## config.mk

```make
export PLATFORM = sky130hd
export DESIGN_NAME = sprite_engine
export DESIGN_NICKNAME = d
export VERILOG_FILES = /design/src/rtl/sprite_engine.sv
export SDC_FILE = /design/constraint.sdc
export NUM_CORES = 1
export LEC_CHECK = 0
export CORE_MARGIN = 4
export CORE_UTILIZATION = 40
export CTS_BUF_LIST = sky130_fd_sc_hd__clkbuf_8 sky130_fd_sc_hd__clkbuf_16
export CTS_CLUSTER_DIAMETER = 150
export DETAILED_ROUTE_END_ITERATION = 12
export GPL_TIMING_DRIVEN = 0
export HOLD_SLACK_MARGIN = 0.03
export SYNTH_ARGS = -nofsm -noshare
export SYNTH_HDL_FRONTEND = slang
export SYNTH_SLANG_ARGS = --single-unit
```

## constraint.sdc

```tcl
create_clock -name i_Clk -period 4.65 [get_ports i_Clk]
set_input_delay 0.6975 -clock i_Clk [delete_from_list [all_inputs] [get_ports i_Clk]]
set_output_delay 0.6975 -clock i_Clk [all_outputs]
set_load 0.05 [all_outputs]
```

## src/rtl/sprite_engine.sv

```systemverilog
`default_nettype none
// ============================================================================
//  Module      : sprite_engine
//  Description : VGA sprite demo. 640x480@60 scan timing, a 256x256
//                playfield holding one 16x16 2bpp sprite drawn 2x, moved
//                once per frame by four switches, sprite X on two 7-seg
//                digits, scan position and pixel code exported for capture.
//  Revision    : 1.0 - initial release
// ============================================================================
module sprite_engine #(
  parameter int H_ACTIVE  = 640,
  parameter int H_TOTAL   = 800,
  parameter int HS_START  = 656,
  parameter int HS_END    = 752,
  parameter int V_ACTIVE  = 480,
  parameter int V_TOTAL   = 525,
  parameter int VS_START  = 490,
  parameter int VS_END    = 492,
  parameter int PF_X      = 100,
  parameter int PF_SIZE   = 256,
  parameter int SPR_START = 112
) (
  input  logic       i_Clk,
  input  logic       i_Rst_L,
  input  logic       i_Switch_1,
  input  logic       i_Switch_2,
  input  logic       i_Switch_3,
  input  logic       i_Switch_4,
  output logic       o_VGA_HSync,
  output logic       o_VGA_VSync,
  output logic       o_VGA_Red_0,
  output logic       o_VGA_Red_1,
  output logic       o_VGA_Red_2,
  output logic       o_VGA_Grn_0,
  output logic       o_VGA_Grn_1,
  output logic       o_VGA_Grn_2,
  output logic       o_VGA_Blu_0,
  output logic       o_VGA_Blu_1,
  output logic       o_VGA_Blu_2,
  output logic       o_Segment1_A,
  output logic       o_Segment1_B,
  output logic       o_Segment1_C,
  output logic       o_Segment1_D,
  output logic       o_Segment1_E,
  output logic       o_Segment1_F,
  output logic       o_Segment1_G,
  output logic       o_Segment2_A,
  output logic       o_Segment2_B,
  output logic       o_Segment2_C,
  output logic       o_Segment2_D,
  output logic       o_Segment2_E,
  output logic       o_Segment2_F,
  output logic       o_Segment2_G,
  output logic       o_LED_1,
  output logic       o_LED_2,
  output logic       o_LED_3,
  output logic       o_LED_4,
  output logic [9:0] tb_row,
  output logic [9:0] tb_column,
  output logic [1:0] tb_pixel
);

  localparam logic [9:0] c_H_LAST    = 10'(H_TOTAL - 1);
  localparam logic [9:0] c_V_LAST    = 10'(V_TOTAL - 1);
  localparam logic [9:0] c_H_ACTIVE  = 10'(H_ACTIVE);
  localparam logic [9:0] c_V_ACTIVE  = 10'(V_ACTIVE);
  localparam logic [9:0] c_HS_START  = 10'(HS_START);
  localparam logic [9:0] c_HS_END    = 10'(HS_END);
  localparam logic [9:0] c_VS_START  = 10'(VS_START);
  localparam logic [9:0] c_VS_END    = 10'(VS_END);
  localparam logic [9:0] c_PF_X      = 10'(PF_X);
  localparam logic [9:0] c_PF_END    = 10'(PF_X + PF_SIZE);
  localparam logic [9:0] c_PF_SIZE   = 10'(PF_SIZE);
  localparam logic [7:0] c_SPR_START = 8'(SPR_START);
  localparam logic [7:0] c_SPR_MAX   = 8'(PF_SIZE - 32);

  // Sprite bitmap: border ring is code 3, both diagonals code 1, fill code 2.
  // Entry for (u,v) lives at bit index 2*(16*v+u).
  function automatic logic [511:0] f_build_rom();
    logic [511:0] rom;
    logic [3:0]   u;
    logic [3:0]   v;
    rom = '0;
    for (int i = 0; i < 256; i++) begin
      u = 4'(i % 16);
      v = 4'(i / 16);
      if (u == 4'd0 || u == 4'd15 || v == 4'd0 || v == 4'd15)
        rom[2*i +: 2] = 2'd3;
      else if (u == v || ({1'b0, u} + {1'b0, v}) == 5'd15)
        rom[2*i +: 2] = 2'd1;
      else
        rom[2*i +: 2] = 2'd2;
    end
    return rom;
  endfunction

  localparam logic [511:0] c_ROM = f_build_rom();

  // Hex digit to segments {A,B,C,D,E,F,G}, active-low.
  function automatic logic [6:0] f_seg7(input logic [3:0] d);
    logic [6:0] lit;
    case (d)
      4'h0: lit = 7'b1111110;
      4'h1: lit = 7'b0110000;
      4'h2: lit = 7'b1101101;
      4'h3: lit = 7'b1111001;
      4'h4: lit = 7'b0110011;
      4'h5: lit = 7'b1011011;
      4'h6: lit = 7'b1011111;
      4'h7: lit = 7'b1110000;
      4'h8: lit = 7'b1111111;
      4'h9: lit = 7'b1111011;
      4'hA: lit = 7'b1110111;
      4'hB: lit = 7'b0011111;
      4'hC: lit = 7'b1001110;
      4'hD: lit = 7'b0111101;
      4'hE: lit = 7'b1001111;
      default: lit = 7'b1000111;
    endcase
    return ~lit;
  endfunction

  logic [9:0] r_column;
  logic [9:0] r_row;
  logic [7:0] r_sprite_x;
  logic [7:0] r_sprite_y;
  logic [3:0] r_sw_meta;
  logic [3:0] r_sw_sync;
  logic       r_hsync;
  logic       r_vsync;
  logic [2:0] r_red;
  logic [2:0] r_grn;
  logic [2:0] r_blu;

  logic [9:0] w_px;
  logic [9:0] w_dx;
  logic [9:0] w_dy;
  logic       w_in_pf;
  logic       w_active;
  logic       w_hit;
  logic [3:0] w_u;
  logic [3:0] w_v;
  logic [1:0] w_code;
  logic       w_move_tick;
  logic [2:0] w_red;
  logic [2:0] w_grn;
  logic [2:0] w_blu;
  logic [6:0] w_seg1;
  logic [6:0] w_seg2;

  // Scan counters: column every clock, row advances on column wrap.
  always_ff @(posedge i_Clk or negedge i_Rst_L) begin
    if (!i_Rst_L) begin
      r_column <= '0;
      r_row    <= '0;
    end else if (r_column == c_H_LAST) begin
      r_column <= '0;
      r_row    <= (r_row == c_V_LAST) ? 10'd0 : r_row + 10'd1;
    end else begin
      r_column <= r_column + 10'd1;
    end
  end

  // Playfield and sprite hit geometry; px wraps when left of the playfield
  // but is then masked by w_in_pf.
  assign w_px     = r_column - c_PF_X;
  assign w_in_pf  = (r_column >= c_PF_X) && (r_column < c_PF_END) && (r_row < c_PF_SIZE);
  assign w_active = (r_column < c_H_ACTIVE) && (r_row < c_V_ACTIVE);
  assign w_dx     = w_px - {2'b00, r_sprite_x};
  assign w_dy     = r_row - {2'b00, r_sprite_y};
  assign w_hit    = w_in_pf && (w_px >= {2'b00, r_sprite_x}) && (w_dx < 10'd32)
                 && (r_row >= {2'b00, r_sprite_y}) && (w_dy < 10'd32);
  assign w_u      = w_dx[4:1];
  assign w_v      = w_dy[4:1];
  assign w_code   = c_ROM[{w_v, w_u, 1'b0} +: 2];
  assign tb_pixel = w_hit ? w_code : 2'b00;

  // Pixel colour from the current scan position.
  always_comb begin
    w_red = 3'd0;
    w_grn = 3'd0;
    w_blu = 3'd0;
    if (w_active) begin
      case (tb_pixel)
        2'd1: w_red = 3'd7;
        2'd2: w_grn = 3'd7;
        2'd3: begin
          w_red = 3'd7;
          w_grn = 3'd7;
          w_blu = 3'd7;
        end
        default: if (w_in_pf) w_blu = 3'd2;
      endcase
    end
  end

  // Colour and syncs registered together so they stay mutually aligned.
  always_ff @(posedge i_Clk or negedge i_Rst_L) begin
    if (!i_Rst_L) begin
      r_hsync <= 1'b1;
      r_vsync <= 1'b1;
      r_red   <= '0;
      r_grn   <= '0;
      r_blu   <= '0;
    end else begin
      r_hsync <= !((r_column >= c_HS_START) && (r_column < c_HS_END));
      r_vsync <= !((r_row >= c_VS_START) && (r_row < c_VS_END));
      r_red   <= w_red;
      r_grn   <= w_grn;
      r_blu   <= w_blu;
    end
  end

  // Two-stage switch synchronizer, bit n-1 carries switch n.
  always_ff @(posedge i_Clk or negedge i_Rst_L) begin
    if (!i_Rst_L) begin
      r_sw_meta <= '0;
      r_sw_sync <= '0;
    end else begin
      r_sw_meta <= {i_Switch_4, i_Switch_3, i_Switch_2, i_Switch_1};
      r_sw_sync <= r_sw_meta;
    end
  end

  assign w_move_tick = (r_row == c_V_ACTIVE) && (r_column == 10'd0);

  // Sprite moves one step per frame at the start of vertical blanking,
  // clamped to the playfield; opposing switches cancel on their axis.
  always_ff @(posedge i_Clk or negedge i_Rst_L) begin
    if (!i_Rst_L) begin
      r_sprite_x <= c_SPR_START;
      r_sprite_y <= c_SPR_START;
    end else if (w_move_tick) begin
      if (r_sw_sync[0] && !r_sw_sync[1] && r_sprite_y != 8'd0)
        r_sprite_y <= r_sprite_y - 8'd1;
      else if (r_sw_sync[1] && !r_sw_sync[0] && r_sprite_y < c_SPR_MAX)
        r_sprite_y <= r_sprite_y + 8'd1;
      if (r_sw_sync[2] && !r_sw_sync[3] && r_sprite_x != 8'd0)
        r_sprite_x <= r_sprite_x - 8'd1;
      else if (r_sw_sync[3] && !r_sw_sync[2] && r_sprite_x < c_SPR_MAX)
        r_sprite_x <= r_sprite_x + 8'd1;
    end
  end

  assign w_seg1 = f_seg7(r_sprite_x[7:4]);
  assign w_seg2 = f_seg7(r_sprite_x[3:0]);

  assign {o_Segment1_A, o_Segment1_B, o_Segment1_C, o_Segment1_D,
          o_Segment1_E, o_Segment1_F, o_Segment1_G} = w_seg1;
  assign {o_Segment2_A, o_Segment2_B, o_Segment2_C, o_Segment2_D,
          o_Segment2_E, o_Segment2_F, o_Segment2_G} = w_seg2;

  assign {o_LED_4, o_LED_3, o_LED_2, o_LED_1} = r_sw_sync;
  assign o_VGA_HSync = r_hsync;
  assign o_VGA_VSync = r_vsync;
  assign {o_VGA_Red_2, o_VGA_Red_1, o_VGA_Red_0} = r_red;
  assign {o_VGA_Grn_2, o_VGA_Grn_1, o_VGA_Grn_0} = r_grn;
  assign {o_VGA_Blu_2, o_VGA_Blu_1, o_VGA_Blu_0} = r_blu;
  assign tb_row    = r_row;
  assign tb_column = r_column;

endmodule
`default_nettype wire

```

==> run summary <==
The chip height came out at 116 µm. The final-report hold violation count came out at 0. CTS saw 50 sinks.

Measured against its own limit, the worst slew margin works out to between 20% and 30%. The run finished with clean final reports. Across the run, the number of max-cap violations was 0.

The synthesis-to-layout area growth is 22.8%. The clock tree from TritonCTS is yes. The CTS buffer count came out at 5. The final cell count without fillers came out at 778. Sorting the synthesized cells by area gives the leading types as sky130_fd_sc_hd__dfrtp_1 22%, sky130_fd_sc_hd__ha_1 13%, sky130_fd_sc_hd__xnor2_1 6.0%. After filler insertion, the fill cell instance count of the layout stands at 1,105.

Setup repair after global routing could not meet its margin everywhere. The remaining antenna violation count is 0. The detailed-router iteration count before antenna repair came out at 5.

The total number of yosys warnings came out at 0. Cell internal power was estimated by the tool at approximately 0.7 mW. The met2 capacity usage during global routing is 29.3%. STA classifies the critical path startpoint as a register. The first-pass GRT wire length came out at roughly 20,000 µm. The initial antenna violation count came out at 0. The maximum VDD drop came out at 0.171 mV. After the first detailed-routing iteration, the DRC count stood at 255. Counting flops with a built-in enable in the synthesized netlist gives 0. The critical path data arrival time came out at 3760 ps. The die outline width came out at 116 µm. For this design the top-level I/O count stands at 57. The main flop type after synthesis is sky130_fd_sc_hd__dfrtp_1.

sky130_fd_sc_hd__nand2_1 is the most common cell in the netlist. The routability-driven placement congestion ratio is around 0.85. The leakage power of the design is 2.29 nW. The total via count in the routed design came out at 4,337. Of all nets on the critical path, the largest fanout is 10. The final routed wirelength across all metal layers came out at 11,900 µm.

For this run, global-route usage on met3 was measured as 2.54%. Using the TritonRoute via totals, the vias-per-cell ratio works out to 5.57. The category of the worst setup path capture point is an output pin. After synthesis, the netlist uses 65 different library cells.

The core region is 0.0114 mm². The utilization after layout is 50.4%. The share of cells above drive strength 1 is a little over a tenth. The worst setup path is of the register to output pin kind. The total power divided by cell area is roughly 160 mW/mm².

The standard-cell row count is 39. Sorting the synthesized cells by how often they occur yields 55 x sky130_fd_sc_hd__nand2_1, 49 x sky130_fd_sc_hd__ha_1, 45 x sky130_fd_sc_hd__nor2_1. The buffer levels on the longest clock path came out at 2. The number of global-route vias before repair came out at between 4,000 and 5,000. The clock share of power is 48.2%. The minimum period implied by the final worst setup slack is around 4500 ps. The portion of total power attributed to combinational logic is under 10%. After global routing the overflow that remains totals 0. The total DRC errors in the routed layout is 0. The average footprint of a synthesized cell is about 8.3 µm². The floorplan die area is between 0.01 and 0.015 mm². The placed cell count is 767. The data required time of the critical path came out at about 4000 ps. The setup skew after layout is 4.86 ps.

The mapped cell area came out at 0.00468 mm². The count of buffers from port buffering came out at 56. Of the available clock period, the critical path in the final layout requires 95.8%. The largest net degree at the start of global routing came out at 39.

The most utilized layer in the global route result is met2. The net switching power figure came out at 0.197 mW. Synthesis produced a netlist with a net count of 626.

In the final design database the tool counted 693 nets. The fmax is 0.224 GHz. The final count of negative-setup-slack endpoints is 0. The total power came out at 0.899 mW. The sequential share of the synthesized area is 26.9%. Clock tree synthesis selected as its root buffer the cell sky130_fd_sc_hd__clkbuf_16.

The overall fraction of global-route tracks in use came out at between 10% and 20%. The measured slew at the worst slew-check pin came out at 1070 ps. The sequential share of power is approximately 50%. The portion of synthesized cell area occupied by the leading cell type is 22.4%.

The worst-skew pair later-pin latency came out at about 300 ps. The post-CTS clock slew at the launch and capture registers of the worst setup and hold paths is around 70 ps. Global routing used between 20% and 30% of the available met1 tracks. The worst setup margin is 195 ps. Of all cell types, the one taking the most synthesized area is sky130_fd_sc_hd__dfrtp_1. The final-report max-slew violation count is 0. The effective utilization at floorplan is 41.0%. In the final routed layout, each cell accounts on average for 15.3 µm. The diode insertion count for antenna repair is 0. The depth of the CTS H-tree came out at 2. The share of synthesized registers carrying an async set or reset is 100%. In this run the worst hold path is classified as input port to async pin. The flop and latch count out of synthesis came out at 50. The half-perimeter wire length of the detailed placement result is between 8000 and 9000 µm.

The synthesized instance count is 567. The post-placement worst setup slack came out at -454 ps. Net switching is a little over a fifth of the power.
## power by group through the flow
stage,logic [mW],registers (mW),clock network (mW)
global placement,0.0247,0.448,0
finish,0.0255,0.440,0.434
CTS,0.0267,0.440,0.443
detailed placement,0.0267,0.448,0
floorplan,0.000940,0.454,0
global route,0.0281,0.440,0.458
## worst max-delay path, stage by stage, from the launching register on
cell and delay (ps):
sky130_fd_sc_hd__dfrtp_2 450, sky130_fd_sc_hd__inv_1 90, sky130_fd_sc_hd__ha_1 280, sky130_fd_sc_hd__inv_1 50, sky130_fd_sc_hd__ha_1 340, sky130_fd_sc_hd__inv_1 160, sky130_fd_sc_hd__a22oi_2 250, sky130_fd_sc_hd__xor2_1 190
sky130_fd_sc_hd__clkbuf_4 240, sky130_fd_sc_hd__mux2_2 380, sky130_fd_sc_hd__o21a_1 190, sky130_fd_sc_hd__a22o_1 270, sky130_fd_sc_hd__nor3_4 240, sky130_fd_sc_hd__and2_1 160, sky130_fd_sc_hd__buf_4 190
## sequential cells by signal (all words and copies together), names as in the netlist
signal,count
r_sw_meta,4
tb_column,10
o_VGA_VSync,1
r_grn,1
r_blu,2
r_sprite_x,8
r_sw_sync,4
r_sprite_y,8
o_VGA_HSync,1
r_red,1
tb_row,10
## through the flow
stage	instance area [µm²]	hold WS, ps	TNS [ps]
2_1_floorplan	4680	331	0
3_3_place_gp	5420	333	-788
3_5_place_dp	5440	339	-866
4_1_cts	5640	302	-7.95
5_1_grt	5750	308	-39.9
6_report	5750	293	0
## cell usage in the layout, fill, tap and decap left out, types with 4 or more instances in the layout
master	n
sky130_fd_sc_hd__a211oi_1	8
sky130_fd_sc_hd__a21o_1	4
sky130_fd_sc_hd__a21oi_1	35
sky130_fd_sc_hd__a22o_1	4
sky130_fd_sc_hd__a311oi_1	4
sky130_fd_sc_hd__and2_1	5
sky130_fd_sc_hd__and3_1	9
sky130_fd_sc_hd__buf_2	4
sky130_fd_sc_hd__buf_4	12
sky130_fd_sc_hd__clkbuf_1	10
sky130_fd_sc_hd__clkbuf_16	5
sky130_fd_sc_hd__clkdlybuf4s50_1	53
sky130_fd_sc_hd__dfrtp_1	40
sky130_fd_sc_hd__dfstp_2	8
sky130_fd_sc_hd__ha_1	47
sky130_fd_sc_hd__inv_1	42
sky130_fd_sc_hd__mux2i_1	6
sky130_fd_sc_hd__nand2_1	55
sky130_fd_sc_hd__nand2b_1	5
sky130_fd_sc_hd__nand3_1	16
sky130_fd_sc_hd__nand4_1	5
sky130_fd_sc_hd__nor2_1	45
sky130_fd_sc_hd__nor2b_1	6
sky130_fd_sc_hd__nor3_1	16
sky130_fd_sc_hd__nor4_1	5
sky130_fd_sc_hd__o211ai_1	5
sky130_fd_sc_hd__o21a_1	6
sky130_fd_sc_hd__o21ai_0	43
sky130_fd_sc_hd__o21bai_1	7
sky130_fd_sc_hd__o31ai_1	4
sky130_fd_sc_hd__or3_1	7
sky130_fd_sc_hd__xnor2_1	29
sky130_fd_sc_hd__xor2_1	10
## per-layer routing
layer / vias up / part of all wire [%]
met5: - / 0
met4: 0 / 1.3
met3: 13 / 4.1
met2: 100 / 46
met1: 2072 / 48
li1: 2152 / -
## final timing paths
path,start,endpoint,slack [ps],depth (start not counted)
max in group asynchronous,i_Rst_L,r_sprite_y[4],3780,2
worst max-delay path,tb_column[3],tb_pixel[1],200,14
worst max register to register,tb_column[0],r_blu[1],950,13
worst min-delay path,i_Rst_L,tb_column[9],290,1
min in group i_Clk,r_sw_meta[3],r_sw_sync[3],350,0
worst min register to register,r_sw_meta[3],r_sw_sync[3],350,0
## timing repair
item,in CTS,in global routing
setup endpoints to repair,2,2
buffers inserted,1,4
cloned,0,0
pin swaps,1,4
hold buffers,0,0
gates resized for setup,19,20
## layout make-up
cell class	count	area (µm²)	share of cell area [%]
inverters	43	161	2.81
clock inverters	3	43.8	0.762
multi-input cells	450	3260	56.6
well taps	143	179	3.11
plain buffers	22	113	1.96
flip-flops and latches	50	1260	22.0
repair buffers	62	608	10.6
clock buffers	5	125	2.18
## cell families after synthesis
kind of cell             after synthesis  share of synthesized area, %
XOR/XNOR                              44                          8.23
flip-flops                            50                          26.9
adder cells (fa/ha/maj)               53                          14.8
buffers and inverters                 67                          5.88
AO/OA/AOI/OAI                        150                          21.1
multiplexers                          10                          2.46
AND/OR/NAND/NOR                      193                          20.6
No activity file was read; power rests on OpenSTA's default activity.
